--- src/rtl/wash_program_sequencer.sv ---
// -----------------------------------------------------------------------------
// wash_program_sequencer
//   Front-end controller for the washing machine. It turns debounced panel
//   button pulses into the 3-bit command code (state) and the 26-bit program
//   word (data) consumed by RunController. It also reacts to RunController's
//   hadFinish level.
//
//   Parameters
//     READY_CYC     cycles spent in READY before RUN (>=1)
//     AUTO_OFF_CYC  DONE dwell before auto power-off (>=1, AUTO_OFF_EN only)
//
//   Optional feature macro: AUTO_OFF_EN
//     When defined, DONE powers the block off after AUTO_OFF_CYC cycles.
//     When undefined, DONE holds until a button is pressed.
//
//   Ports
//     clk         in   system clock, rising edge
//     rst_n       in   asynchronous active-low reset
//     power_btn   in   1-cycle pulse, power toggle
//     start_btn   in   1-cycle pulse, start/pause/resume
//     mode_btn    in   1-cycle pulse, next program
//     hadFinish   in   level from RunController, cycle complete
//     state       out  command code to RunController
//     data        out  program word to RunController
//     mode        out  selected program index 0..5
//     done_pulse  out  1-cycle pulse on RUN->DONE
// -----------------------------------------------------------------------------
module wash_program_sequencer #(
    parameter int READY_CYC    = 10,
    parameter int AUTO_OFF_CYC = 200
) (
    input  logic        clk,
    input  logic        rst_n,
    input  logic        power_btn,
    input  logic        start_btn,
    input  logic        mode_btn,
    input  logic        hadFinish,
    output logic [2:0]  state,
    output logic [25:0] data,
    output logic [2:0]  mode,
    output logic        done_pulse
);

    localparam logic [2:0] S_OFF    = 3'd0;
    localparam logic [2:0] S_SELECT = 3'd1;
    localparam logic [2:0] S_READY  = 3'd2;
    localparam logic [2:0] S_RUN    = 3'd3;
    localparam logic [2:0] S_PAUSE  = 3'd5;
    localparam logic [2:0] S_DONE   = 3'd6;

    localparam int RCW = (READY_CYC > 1) ? $clog2(READY_CYC) : 1;

    // Program ROM. Field boundaries are kept visible with underscores.
    function automatic logic [25:0] rom(input logic [2:0] idx);
        case (idx)
            3'd0:    rom = 26'b011_1010_100_101_011_1000_100_101;
            3'd1:    rom = 26'b001_0100_010_010_001_0100_010_010;
            3'd2:    rom = 26'b100_1111_101_110_100_1111_101_110;
            3'd3:    rom = 26'b000_0000_011_011_000_0000_011_011;
            3'd4:    rom = 26'b000_0000_000_101_000_0000_000_101;
            3'd5:    rom = 26'b111_1100_000_000_000_0000_000_000;
            default: rom = 26'd0;
        endcase
    endfunction

    logic [2:0]     state_q, state_d;
    logic [25:0]    data_q,  data_d;
    logic [2:0]     mode_q,  mode_d;
    logic           done_q,  done_d;
    logic [RCW-1:0] rcnt_q,  rcnt_d;
`ifdef AUTO_OFF_EN
    localparam int ACW = (AUTO_OFF_CYC > 1) ? $clog2(AUTO_OFF_CYC) : 1;
    logic [ACW-1:0] acnt_q,  acnt_d;
`endif

    always_comb begin
        state_d = state_q;
        data_d  = data_q;
        mode_d  = mode_q;
        done_d  = 1'b0;
        rcnt_d  = rcnt_q;
`ifdef AUTO_OFF_EN
        acnt_d  = acnt_q;
`endif
        if (power_btn) begin
            // Power overrides every other input in every state.
            if (state_q == S_OFF) begin
                state_d = S_SELECT;
                mode_d  = 3'd0;
                data_d  = rom(3'd0);
            end else begin
                state_d = S_OFF;
                mode_d  = 3'd0;
                data_d  = '0;
                rcnt_d  = '0;
            end
        end else begin
            case (state_q)
                S_OFF: ;
                S_SELECT: begin
                    if (start_btn) begin
                        state_d = S_READY;
                        rcnt_d  = RCW'(READY_CYC - 1);
                    end else if (mode_btn) begin
                        mode_d = (mode_q == 3'd5) ? 3'd0 : mode_q + 3'd1;
                        data_d = rom(mode_d);
                    end
                end
                S_READY: begin
                    if (rcnt_q == '0) state_d = S_RUN;
                    else              rcnt_d  = rcnt_q - RCW'(1);
                end
                S_RUN: begin
                    // hadFinish beats start_btn when both arrive together.
                    if (hadFinish) begin
                        state_d = S_DONE;
                        done_d  = 1'b1;
`ifdef AUTO_OFF_EN
                        acnt_d  = ACW'(AUTO_OFF_CYC - 1);
`endif
                    end else if (start_btn) begin
                        state_d = S_PAUSE;
                    end
                end
                S_PAUSE: begin
                    if (start_btn) state_d = S_RUN;
                end
                S_DONE: begin
                    if (start_btn) begin
                        state_d = S_SELECT;
`ifdef AUTO_OFF_EN
                    end else if (acnt_q == '0) begin
                        state_d = S_OFF;
                        mode_d  = 3'd0;
                        data_d  = '0;
                    end else begin
                        acnt_d = acnt_q - ACW'(1);
`endif
                    end
                end
                // Unused codes 4/7 recover to OFF.
                default: begin
                    state_d = S_OFF;
                    mode_d  = 3'd0;
                    data_d  = '0;
                end
            endcase
        end
    end

    always_ff @(posedge clk or negedge rst_n) begin
        if (!rst_n) begin
            state_q <= S_OFF;
            data_q  <= '0;
            mode_q  <= '0;
            done_q  <= 1'b0;
            rcnt_q  <= '0;
`ifdef AUTO_OFF_EN
            acnt_q  <= '0;
`endif
        end else begin
            state_q <= state_d;
            data_q  <= data_d;
            mode_q  <= mode_d;
            done_q  <= done_d;
            rcnt_q  <= rcnt_d;
`ifdef AUTO_OFF_EN
            acnt_q  <= acnt_d;
`endif
        end
    end

    assign state      = state_q;
    assign data       = data_q;
    assign mode       = mode_q;
    assign done_pulse = done_q;

endmodule

--- config.mk ---
export PLATFORM = sky130hd
export DESIGN_NAME = wash_program_sequencer
export DESIGN_NICKNAME = d
export VERILOG_FILES = /design/src/rtl/wash_program_sequencer.sv
export SDC_FILE = /design/constraint.sdc
export NUM_CORES = 1
export LEC_CHECK = 0
export BUFFER_PORTS_ARGS = -buffer_cell sky130_fd_sc_hd__buf_4
export CAP_MARGIN = 20
export CORE_MARGIN = 5
export CORE_UTILIZATION = 25
export DETAILED_ROUTE_END_ITERATION = 10
export PLACE_DENSITY = 0.41
export RECOVER_POWER = 50
export SETUP_SLACK_MARGIN = 0.02
export SYNTH_ARGS = -nofsm -noshare
export SYNTH_HDL_FRONTEND = slang
export SYNTH_SLANG_ARGS = --single-unit
--- constraint.sdc ---
create_clock -name clk -period 2.6 [get_ports clk]
set_clock_uncertainty 0.2 [all_clocks]
set_input_delay 0.13 -clock clk [delete_from_list [all_inputs] [get_ports clk]]
set_output_delay 0.13 -clock clk [all_outputs]
set_load 0.01 [all_outputs]
# ---- Word level (Yosys, flattened, before mapping)
# Index checks and enable logic that the tools add are counted.
dict set report classes {
  reduce_logical 8
  n_div 0
  bitwise 0
  magnitude_cmp 0
  multipliers 0
  n_addsub 2
  n_mux 28
  n_eq_ne 22
  n_shift 0
}
# op n
set ops {}
lappend ops {{$pmux 26 s6} 1}
lappend ops {{$mux 26} 3}
lappend ops {{$pmux 26 s2} 1}
lappend ops {{$mux 3} 11}
lappend ops {{$mux 25} 1}
lappend ops {{$ne 3x3->1 const B} 7}
lappend ops {{$pmux 3 s6} 1}
lappend ops {{$mux 4} 4}
lappend ops {{$eq 3x3->1 const B} 5}
lappend ops {{$eq 3x2->1 const B} 4}
lappend ops {{$pmux 4 s2} 1}
lappend ops {{$eq 3x1->1 const B} 2}
lappend ops {{$logic_not 3->1} 2}
lappend ops {{$pmux 3 s2} 1}
lappend ops {{$reduce_and 6->1} 1}
lappend ops {{$reduce_or 5->1} 1}
lappend ops {{$logic_not 4->1} 1}
lappend ops {{$mux 1} 4}
lappend ops {{$ne 2x2->1 const B} 2}
lappend ops {{$ne 4x4->1 const B} 1}
lappend ops {{$reduce_and 4->1} 1}
lappend ops {{$sub 4x1->4 const B} 1}
lappend ops {{$add 3x1->3 const B} 1}
lappend ops {{$reduce_and 3->1} 1}
lappend ops {{other kinds (2)} 2}
dict set report totals {
  latch_bits 0
  mem_bits_rw 0
  output_inout_bits 33
  ff_bits 37
  rom_bits 0
  memories 0
  input_bits 6
  wordCells 65
}

# ---- Depth between registers and ports, before layout
# Gate-level depths: netlist of the first run.
dict set report logic_depth {
  ltp_word 8
  ltp_mapped 6
  depth_no_buf 6
}

# ---- Worst setup path after synthesis of the first run
# OpenSTA, ideal clock, no wires.
dict set report synth_path {
  path_kind {register to register}
  start {register state_q[2] (netlist: state[2])}
  end {register data_q[20] (netlist: data[20])}
  arrival_time_ns 1.419
  path_slack_ns 0.857
  setup_ns 0.124
  t_required_ns 2.276
  stages_incl_launch_ff 7
  path_buffers 2
  period_less_slack_ns 1.743
  path_cell_list {dfrtp_1 > buf_4 > nor2_2 > a31oi_2 > and2_4 > buf_6 > a211o_1}
}
dict set report synth_via {
  elab_chain_cells 4
  elab_cells_between_ends 14
  cone_classes {eq/ne (8); mux (3); reduce/logical (3)}
}
# item line_no
set synth_lines {}
lappend synth_lines {{start, declared} 66} ;# logic [2:0] state_q, state_d;
lappend synth_lines {{start signal, assigned} 162} ;# state_q <= state_d;
lappend synth_lines {{$eq 3x3->1, or another cell as far along} 98} ;# case (state_q)
lappend synth_lines {{$reduce_or 5->1 (no source line)} n/a}
lappend synth_lines {{$pmux 26 s2 / $ne 2x1->1 (equally long branches)} n/a}
lappend synth_lines {{$mux 26 / $reduce_and 3->1 (equally long branches)} n/a}
lappend synth_lines {{end signal, assigned} 163} ;# data_q <= data_d;
lappend synth_lines {{end, declared} 67} ;# logic [25:0] data_q, data_d;
# Several ways; a longest one is shown, not always the timed one.
# A chain may end at the register's enable or synchronous reset.

# ---- Worst setup path after layout of the first run
dict set report layout_path {
  start {register state_q[1] (netlist: state[1])}
  end {register data_q[14] (netlist: data[14])}
}
dict set report layout_via {
  elab_chain_cells 4
  elab_cells_between_ends 13
  cone_classes {eq/ne (8); mux (2); reduce/logical (3)}
}
# item line_no
set layout_lines {}
lappend layout_lines {{$eq 3x3->1, or another cell as far along} 98}
lappend layout_lines {{$reduce_or 5->1 (no source line)} n/a}
lappend layout_lines {{$pmux 26 s2 / $ne 2x1->1 (equally long branches)} n/a}
lappend layout_lines {{$mux 26 / $reduce_and 3->1 (equally long branches)} n/a}
# Several ways; a longest one is shown, not always the timed one.

==> flow_metrics.py, run 1 <==
metrics = {
    "global_route": {
        "grt_overflow": 0,
        "track_usage_pct": 9.52,
        "antenna_found_initial": 0,
        "grt_pass1_vias": 1193,
        "grt_max_degree": 27,
        "grt_pass1_wl_um": 5840,
    },
    "clocking": {
        "clockBufferDepth": 2,
        "cts_root_buffer": "clkbuf_8",
        "insertion_delay_ps": 270,
        "htree_levels": 1,
        "post-cts-setup-buffer-count": 0,
        "cts_tree": "built",
        "cts_resized": 0,
        "cts_sinks": 26,
        "clk_pin_slew_ps": 90,
        "cts_buffers": 3,
        "holdBufCountCts": 3,
    },
    "synthesis": {
        "ys_async_sr_fraction_pct": 100,
        "synth_nets": 160,
        "yosys_warnings": 0,
        "ys_seq_area_share_pct": 42.2,
        "yosysTopAreaCell": "dfrtp_1",
        "synthesis.area_mm2": 0.00154,
        "synth_edf_count": 0,
        "avgSynthCellArea_um2": 10.1,
        "ys_seq_elements": 26,
        "synthFlopType": "dfrtp_1",
        "synth_cell_types": 48,
        "netlist.area_leader.share_pct": 42.2,
        "yosys-top-cells-area": "dfrtp_1 42%, buf_4 5.8%, a21oi_1 4.2%, mux2_2 3.7%, buf_6 2.9%",
        "synth_commonest_cells": "26 x dfrtp_1, 13 x a21oi_1, 12 x buf_4",
        "yosysMostFrequentCell": "dfrtp_1",
        "postSynthCellCount": 152,
    },
    "worst_setup_path": {
        "crit_required_ps": 2560,
        "critPathSlowestCell": "dfrtp_1",
        "cp-startpoint": "state[1]$_DFFE_PN0P_",
        "crit_arrival_ps": 2100,
        "worstPathMaxFanout": 19,
        "critPathBufInv": 0,
        "cpPeakStageDelay_ps": 820,
        "start_kind": "flip-flop",
        "r2r_start": "state[1]$_DFFE_PN0P_",
        "crit_path_end_kind": "flip-flop",
        "crit_type": "reg -> reg",
        "crit_chain": "nor2_2 > a31oi_2 > nand2_1 > mux2_2",
        "crit_family": "flip-flops",
    },
    "placement": {
        "io_buffers": 38,
        "dpl.hpwl_um": 2660,
        "gp_congestion": 0.782,
        "preCtsSetupSlack_ps": 482,
    },
    "pwr": {
        "power_density_mw_per_mm2": 878,
        "pwr-share-clk_pct": 21.4,
        "p_comb_share_pct": 38.7,
        "ir_drop_v": 0.000433,
        "total_power_w": 0.00159,
        "leakagePower_nw": 0.811,
        "switchingPower_w": 0.000577,
        "p_sw_share_pct": 36.3,
        "power.internal_w": 0.00101,
        "seq_power_share_pct": 39.9,
    },
    "die": {
        "rows": 28,
        "die_area_mm2": 0.00783,
        "num_io_pins": 39,
        "fp.dieH_um": 88.5,
        "start_util_pct": 25.9,
        "core-area_mm2": 0.00596,
        "die_w_um": 88.5,
    },
    "sta": {
        "final_hold_viol_count": 0,
        "slew_viol_final": 0,
        "max_freq_mhz": 467,
        "slew_headroom_pct": 2.08,
        "fin_crit_ps": 2140,
        "setup_viol": 0,
        "rsz0062_at_grt": "false",
        "worst_slack_ps": 458,
        "finalSetupTns_ps": 0,
        "tightest_slew_ps": 1470,
        "finalCritPeriodShare_pct": 82.4,
        "holdWs_ps": 87.3,
    },
    "cells_and_area": {
        "area_growth_pct": 17.4,
        "layout-drive-gt1-share_pct": 23.2,
        "fill_cells": 643,
        "nets": 186,
        "diodes": 0,
    },
    "run": {
        "max-cap-violations": 0,
    },
    "hold_path": {
        "holdCritStartpoint": "start_btn",
        "hold_class": "in -> reg",
    },
    "route": {
        "drtPass1Iterations": 4,
        "drt_iter0_drc": 47,
        "drcViolationCount": 0,
        "ant_nets": 0,
        "num_vias": 1231,
        "wl_um": 3620,
        "via_per_inst": 4.88,
        "post_drt_wl_per_cell_um": 14.4,
    },
    "status": {
        "status": "complete, no violations",
    },
}
[stage by stage]
stage	instances	area [um2]	utilization, %
finish	252	1810	30.4
global route	252	1810	30.4
CTS	252	1870	31.4
detailed placement	245	1770	29.7
global placement	245	1770	29.7
floorplan	152	1540	-
[final cells by class]
class	instances	area [um2]	share of cell area [%]
multi-input combinational	100	714	39.5
tap	75	93.8	5.19
clock inverter	1	30.0	1.66
inverter	5	18.8	1.04
timing repair buffer	42	259	14.3
clock buffer	3	41.3	2.28
sequential	26	651	36.0
[tightest hold or removal path: cells and delay by family]
family	cells	cell delay (ps)
simple gates	2	110
buf+inv	1	150
compound gates	1	130
[path summary, 6_finish.rpt]
path                            slack [ps]  depth (start not counted)              endpoint
worst max register to register         460                          4  data[14]$_DFFE_PN0P_
worst min-delay path                    90                          4  state[2]$_DFFE_PN0P_
min in group asynchronous              530                          2  data[11]$_DFFE_PN0P_
worst min register to register         280                          1  data[11]$_DFFE_PN0P_
max in group asynchronous              810                          2  data[14]$_DFFE_PN0P_
worst max-delay path                   460                          4  data[14]$_DFFE_PN0P_
[power groups by stage]
stage          logic, W  registers [W]  clock network, W
2_1_floorplan  0.000468       0.000631                 0
4_1_cts        0.000679       0.000638          0.000356
3_5_place_dp   0.000674       0.000646                 0
3_3_place_gp   0.000666       0.000641                 0
6_report       0.000614       0.000633          0.000340
5_1_grt        0.000677       0.000656          0.000368
[placed cells by master (no fill, tap or decap), types with 3 or more instances in the layout]
cell type      Yosys  routed
dlygate4sd3_1      0       3
dfrtp_1           26      26
o31ai_1            6       6
clkbuf_1           3      17
mux2_2             5       5
inv_1              5       5
buf_4             12      22
nand3_1            4       4
o21ai_0            3       3
a21o_1             3       3
nor2b_1            3       3
nand2_1           10      10
nor3_1             3       3
clkbuf_8           0       3
a21oi_1           13      13
nor2_1             8       8
a211o_1            5       5
nand2b_1           3       3
[cell families (layout without fill, tap and decap cells)]
| family | Yosys count | after routing | share of synthesized area [%] |
|---|---|---|---|
| xor+xnor | 2 | 2 | 1.63 |
| mux | 5 | 5 | 3.66 |
| simple gates | 47 | 47 | 18.9 |
| fa+ha+maj | 2 | 2 | 1.62 |
| flops | 26 | 26 | 42.2 |
| buf+inv | 26 | 51 | 11.4 |
| compound gates | 44 | 44 | 20.6 |
[layer usage]
layer | GRT usage (%) | wire length, um
met1 | 12.2 | 1670
met2 | 15.8 | 1730
met3 | 2.79 | 192
met4 | 2.34 | 25
met5 | 0 | 0
[sequential cells by signal, summed over array words and instances (netlist names)]
name / count
mode: 3
state: 3
data: 15
done_pulse: 1
rcnt_q: 4
Power figures use the tool's default switching activity.
==> run 2: changes to the inputs <==
- ABC_AREA: default -> 1
- PLACE_DENSITY: 0.41 -> 0.4
- clock period: 2.6 -> 1.99 ns (I/O delays scaled with it)
==> flow_metrics.py, run 2 <==
metrics = {
    "clocking": {
        "cts_tree": "built",
        "cts_root_buffer": "clkbuf_8",
        "clk_pin_slew_ps": 100,
        "cts_sinks": 26,
        "cts_buffers": 3,
        "post-cts-setup-buffer-count": 0,
        "htree_levels": 1,
        "clockBufferDepth": 2,
        "insertion_delay_ps": 280,
    },
    "synthesis": {
        "synth_commonest_cells": "69 x nand2_1, 30 x nand3_1, 26 x dfrtp_1",
        "synth_edf_count": 0,
        "netlist.area_leader.share_pct": 38.9,
        "postSynthCellCount": 228,
        "yosysMostFrequentCell": "nand2_1",
        "ys_seq_area_share_pct": 38.9,
        "ys_seq_elements": 26,
        "yosys-top-cells-area": "dfrtp_1 39%, nand2_1 15%, nand3_1 9.0%, buf_4 5.8%, nor2_1 4.9%",
        "synthFlopType": "dfrtp_1",
        "avgSynthCellArea_um2": 7.34,
        "synth_nets": 236,
        "synth_cell_types": 29,
        "ys_async_sr_fraction_pct": 100,
        "yosys_warnings": 0,
        "yosysTopAreaCell": "dfrtp_1",
        "synthesis.area_mm2": 0.00167,
    },
    "global_route": {
        "grt_pass1_vias": 1482,
        "antenna_found_initial": 0,
        "grt_max_degree": 27,
        "track_usage_pct": 10.9,
        "grt_overflow": 0,
        "grt_pass1_wl_um": 7530,
    },
    "route": {
        "drcViolationCount": 0,
        "num_vias": 1545,
        "via_per_inst": 4.56,
        "drtPass1Iterations": 4,
        "post_drt_wl_per_cell_um": 13.2,
        "ant_nets": 0,
        "drt_iter0_drc": 82,
        "wl_um": 4480,
    },
    "sta": {
        "setup_viol": 0,
        "tightest_slew_ps": 704,
        "finalSetupTns_ps": 0,
        "final_hold_viol_count": 0,
        "worst_slack_ps": 181,
        "max_freq_mhz": 553,
        "fin_crit_ps": 1810,
        "slew_viol_final": 0,
        "rsz0062_at_grt": "false",
        "slew_headroom_pct": 53.1,
        "finalCritPeriodShare_pct": 90.9,
    },
    "die": {
        "start_util_pct": 26.1,
        "fp.dieH_um": 91.8,
        "num_io_pins": 39,
        "die_area_mm2": 0.00843,
        "rows": 29,
        "core-area_mm2": 0.00642,
        "die_w_um": 91.8,
    },
    "worst_setup_path": {
        "crit_type": "reg -> reg",
        "crit_path_end_kind": "flip-flop",
        "worstPathMaxFanout": 6,
        "start_kind": "flip-flop",
        "crit_arrival_ps": 1840,
        "crit_required_ps": 2020,
    },
    "hold_path": {
        "hold_class": "in -> reg",
    },
    "cells_and_area": {
        "fin_util_pct": 31.5,
        "multiInputGateArea_um2": 798,
        "fill_cells": 717,
        "register_area_um2": 651,
        "nets": 271,
        "final_common_cell": "nand2_1",
        "layout_common_cells": "69 x nand2_1, 30 x nand3_1, 29 x buf_4",
        "layout.cells.non_filler": 339,
        "largest_reg_flops": 15,
        "layout-drive-gt1-share_pct": 20.2,
        "area_growth_pct": 20.7,
        "diodes": 0,
    },
    "status": {
        "status": "complete, no violations",
    },
    "pwr": {
        "power_density_mw_per_mm2": 1250,
        "leakagePower_nw": 1.04,
        "ir_drop_v": 0.000415,
    },
    "placement": {
        "io_buffers": 38,
        "dpl.hpwl_um": 3330,
        "gp_congestion": 0.775,
        "preCtsSetupSlack_ps": 296,
        "dp_cells": 331,
    },
    "run": {
        "max-cap-violations": 0,
    },
}
run 2: cell count changes in the layout (fill, tap and decap cells not counted), moves of 5 or more:
cell / change
a211o_1: -5
a21oi_1: -10
buf_4: +7
inv_1: +11
mux2_2: -5
nand2_1: +59
nand3_1: +26
nor2_1: +14
o21ai_0: +5
run 2: kinds of logic (layout without fill, tap and decap cells):
kind of cell | count (synthesis) | in the layout | share of synthesized area, %
AOI/OAI and AO/OA | 23 | 23 | 8.67
adders and majority gates | 2 | 2 | 1.49
buffers and inverters | 39 | 73 | 13.5
DFF | 26 | 26 | 38.9
and+or+nand+nor | 138 | 138 | 37.5
run 2: timing repair:
action                                  in CTS  in global routing
hold buffers                                 4                  0
endpoints found under the setup margin       0                  0
resized for setup                            0                  0
endpoints found under the hold margin       32                  0
run 2: metal layers:
layer | global-route usage, % | wire length, um | vias up
met5 | 0 | 0 | -
met4 | 4.08 | 76 | 0
met3 | 1.55 | 158 | 7
met2 | 16.7 | 1930 | 27
met1 | 15.4 | 2310 | 715
li1 | - | - | 796
run 2: worst paths after layout:
| check | endpoint | cells past startpoint | slack (ps) | start |
|---|---|---|---|---|
| worst min register to register | rcnt_q[0]$_DFFE_PN0P_ | 2 | 310 | rcnt_q[0]$_DFFE_PN0P_ |
| worst min-delay path | data[16]$_DFFE_PN0P_ | 4 | 30 | start_btn |
| max in group asynchronous | data[11]$_DFFE_PN0P_ | 2 | 950 | rst_n |
| min in group asynchronous | rcnt_q[1]$_DFFE_PN0P_ | 2 | 190 | rst_n |
| worst max register to register | done_pulse$_DFF_PN0_ | 5 | 180 | state[2]$_DFFE_PN0P_ |
| worst max-delay path | done_pulse$_DFF_PN0_ | 5 | 180 | state[2]$_DFFE_PN0P_ |
run 2: worst max-delay path: stages, from the launching register on:
cell and delay [ps]:
dfrtp_1 460, buf_4 190, nor2_1 180, nand3_1 90, nor2_1 90, dlygate4sd3_1 540
run 2: area by class of cell:
type                       instances  share of cell area (%)
multi-input combinational        163                    39.5
sequential                        26                    32.2
timing repair buffer              50                    16.0
tap                               77                    4.77
inverter                          19                    4.02
clock buffer                       3                    2.04
clock inverter                     1                    1.49
run 2: report_power, final:
group | internal (W) | switching, W
Clock | 0.000270 | 0.000193
Combinational | 0.000456 | 0.000785
Sequential | 0.000676 | 0.000140
Total | 0.00140 | 0.00112
run 2: per-stage QoR:
| stage | total power, W | cell area [um2] | hold WS, ps |
|---|---|---|---|
| detailed placement | 0.00216 | 1970 | -155 |
| finish | 0.00252 | 2020 | 27.7 |
| global route | 0.00275 | 2020 | 33.3 |
| floorplan | 0.00173 | 1670 | -396 |
| CTS | 0.00264 | 2080 | 30.9 |
| global placement | 0.00218 | 1970 | -148 |
==> run 3: changes to the inputs <==
- MAX_ROUTING_LAYER: default -> met4
==> flow_metrics.py, run 3 (same netlist as run 2, synthesis figures left out) <==
metrics = {
    "clocking": {
        "insertion_delay_ps": 280,
        "cts_root_buffer": "clkbuf_8",
        "clockBufferDepth": 2,
        "clk_pin_slew_ps": 100,
        "cts_sinks": 26,
        "cts_resized": 0,
        "cts_buffers": 3,
        "cts_tree": "built",
        "htree_levels": 1,
        "post-cts-setup-buffer-count": 0,
    },
    "die": {
        "num_io_pins": 39,
        "rows": 29,
        "die_area_mm2": 0.00843,
        "core-area_mm2": 0.00642,
        "die_w_um": 91.8,
        "fp.dieH_um": 91.8,
        "start_util_pct": 26.1,
    },
    "sta": {
        "finalCritPeriodShare_pct": 90.9,
        "slew_viol_final": 0,
        "slew_headroom_pct": 53.0,
        "final_hold_viol_count": 0,
        "setup_viol": 0,
        "max_freq_mhz": 553,
        "tightest_slew_ps": 706,
        "finalSetupTns_ps": 0,
        "fin_crit_ps": 1810,
        "rsz0062_at_grt": "false",
    },
    "status": {
        "status": "complete, no violations",
    },
    "route": {
        "drtPass1Iterations": 4,
        "drcViolationCount": 0,
        "post_drt_wl_per_cell_um": 13.2,
        "drt_iter0_drc": 81,
        "via_per_inst": 4.55,
        "wl_um": 4480,
        "ant_nets": 0,
        "num_vias": 1543,
    },
    "global_route": {
        "grt_pass1_vias": 1484,
        "grt_max_degree": 27,
        "antenna_found_initial": 0,
        "track_usage_pct": 11.2,
        "grt_overflow": 0,
        "grt_pass1_wl_um": 7530,
    },
    "cells_and_area": {
        "largest_reg_flops": 15,
        "final_common_cell": "nand2_1",
        "nets": 271,
        "layout_common_cells": "69 x nand2_1, 30 x nand3_1, 29 x buf_4",
        "diodes": 0,
        "layout-drive-gt1-share_pct": 20.2,
        "area_growth_pct": 20.7,
    },
    "run": {
        "max-cap-violations": 0,
    },
    "pwr": {
        "power.internal_w": 0.00140,
        "leakagePower_nw": 1.04,
        "seq_power_share_pct": 32.4,
        "power_density_mw_per_mm2": 1250,
        "switchingPower_w": 0.00112,
        "total_power_w": 0.00252,
        "p_sw_share_pct": 44.4,
        "pwr-share-clk_pct": 18.4,
        "p_comb_share_pct": 49.3,
        "ir_drop_v": 0.000416,
    },
    "hold_path": {
        "min_path_cells": 4,
        "holdPathEnd": "data[16]$_DFFE_PN0P_",
        "holdCritStartpoint": "start_btn",
        "hold_class": "in -> reg",
    },
    "worst_setup_path": {
        "start_kind": "flip-flop",
        "crit_type": "reg -> reg",
        "crit_required_ps": 2020,
        "r2r_cells": 5,
        "crit_path_end_kind": "flip-flop",
        "r2r_start": "state[2]$_DFFE_PN0P_",
        "r2r_end": "done_pulse$_DFF_PN0_",
        "r2r_setup_slack_ps": 180,
        "crit_arrival_ps": 1840,
        "worstPathMaxFanout": 6,
    },
    "placement": {
        "gp_congestion": 0.786,
        "dpl.hpwl_um": 3330,
        "io_buffers": 38,
    },
}
## run 3: cell counts in the layout (fill, tap and decap cells not counted)
Identical to the previous run, type by type.
## run 3: worst max-delay path, stage by stage, from the launching register on
cell and delay (ps):
dfrtp_1 460, buf_4 190, nor2_1 180, nand3_1 90, nor2_1 90, dlygate4sd3_1 540
## run 3: metrics by stage
stage	utilization (%)	hold slack, ps	instances	instance area [um2]	worst slack (ps)
after global placement	30.7	-148	331	1970	265
after CTS	32.4	30.9	339	2080	179
after detailed placement	30.7	-155	331	1970	296
final	31.5	26.6	339	2020	181
after global routing	31.5	33.3	339	2020	60.2
after floorplan	-	-396	228	1670	431
## run 3: per-layer routing
layer | GRT usage (%) | vias up | part of all wire, %
li1 | - | 796 | -
met1 | 15.5 | 715 | 52
met2 | 16.7 | 27 | 43
met3 | 1.39 | 5 | 3.6
met4 | 4.08 | 0 | 1.7
met5 | - | - | 0
## run 3: timing repair
action                     4_1_cts  5_1_grt
hold buffers                     4        0
setup endpoints to repair        0        0
hold endpoints to repair        32        0
## run 3: power groups by stage
stage / Clock (W) / Sequential (W) / Combinational, W
4_1_cts: 0.000481 / 0.000821 / 0.00134
5_1_grt: 0.000503 / 0.000844 / 0.00140
3_3_place_gp: 0 / 0.000834 / 0.00135
3_5_place_dp: 0 / 0.000830 / 0.00133
2_1_floorplan: 0 / 0.000846 / 0.000885
6_report: 0.000463 / 0.000815 / 0.00124
## run 3: worst max-delay path by stage
stage | start | end | slack, ps
after floorplan | state[1]$_DFFE_PN0P_ | data[10]$_DFFE_PN0P_ | 430
after global placement | state[1]$_DFFE_PN0P_ | rcnt_q[3]$_DFFE_PN0P_ | 260
after detailed placement | state[1]$_DFFE_PN0P_ | rcnt_q[0]$_DFFE_PN0P_ | 300
after CTS | state[2]$_DFFE_PN0P_ | done_pulse$_DFF_PN0_ | 180
after global routing | state[2]$_DFFE_PN0P_ | done_pulse$_DFF_PN0_ | 60
final | state[2]$_DFFE_PN0P_ | done_pulse$_DFF_PN0_ | 180
## run 3: cell type report
class,count,area [um2]
clock buffer,3,41.3
clock inverter,1,30.0
fill,717,4400
inverter,19,81.3
multi-input combinational,163,798
sequential,26,651
tap,77,96.3
timing repair buffer,50,323
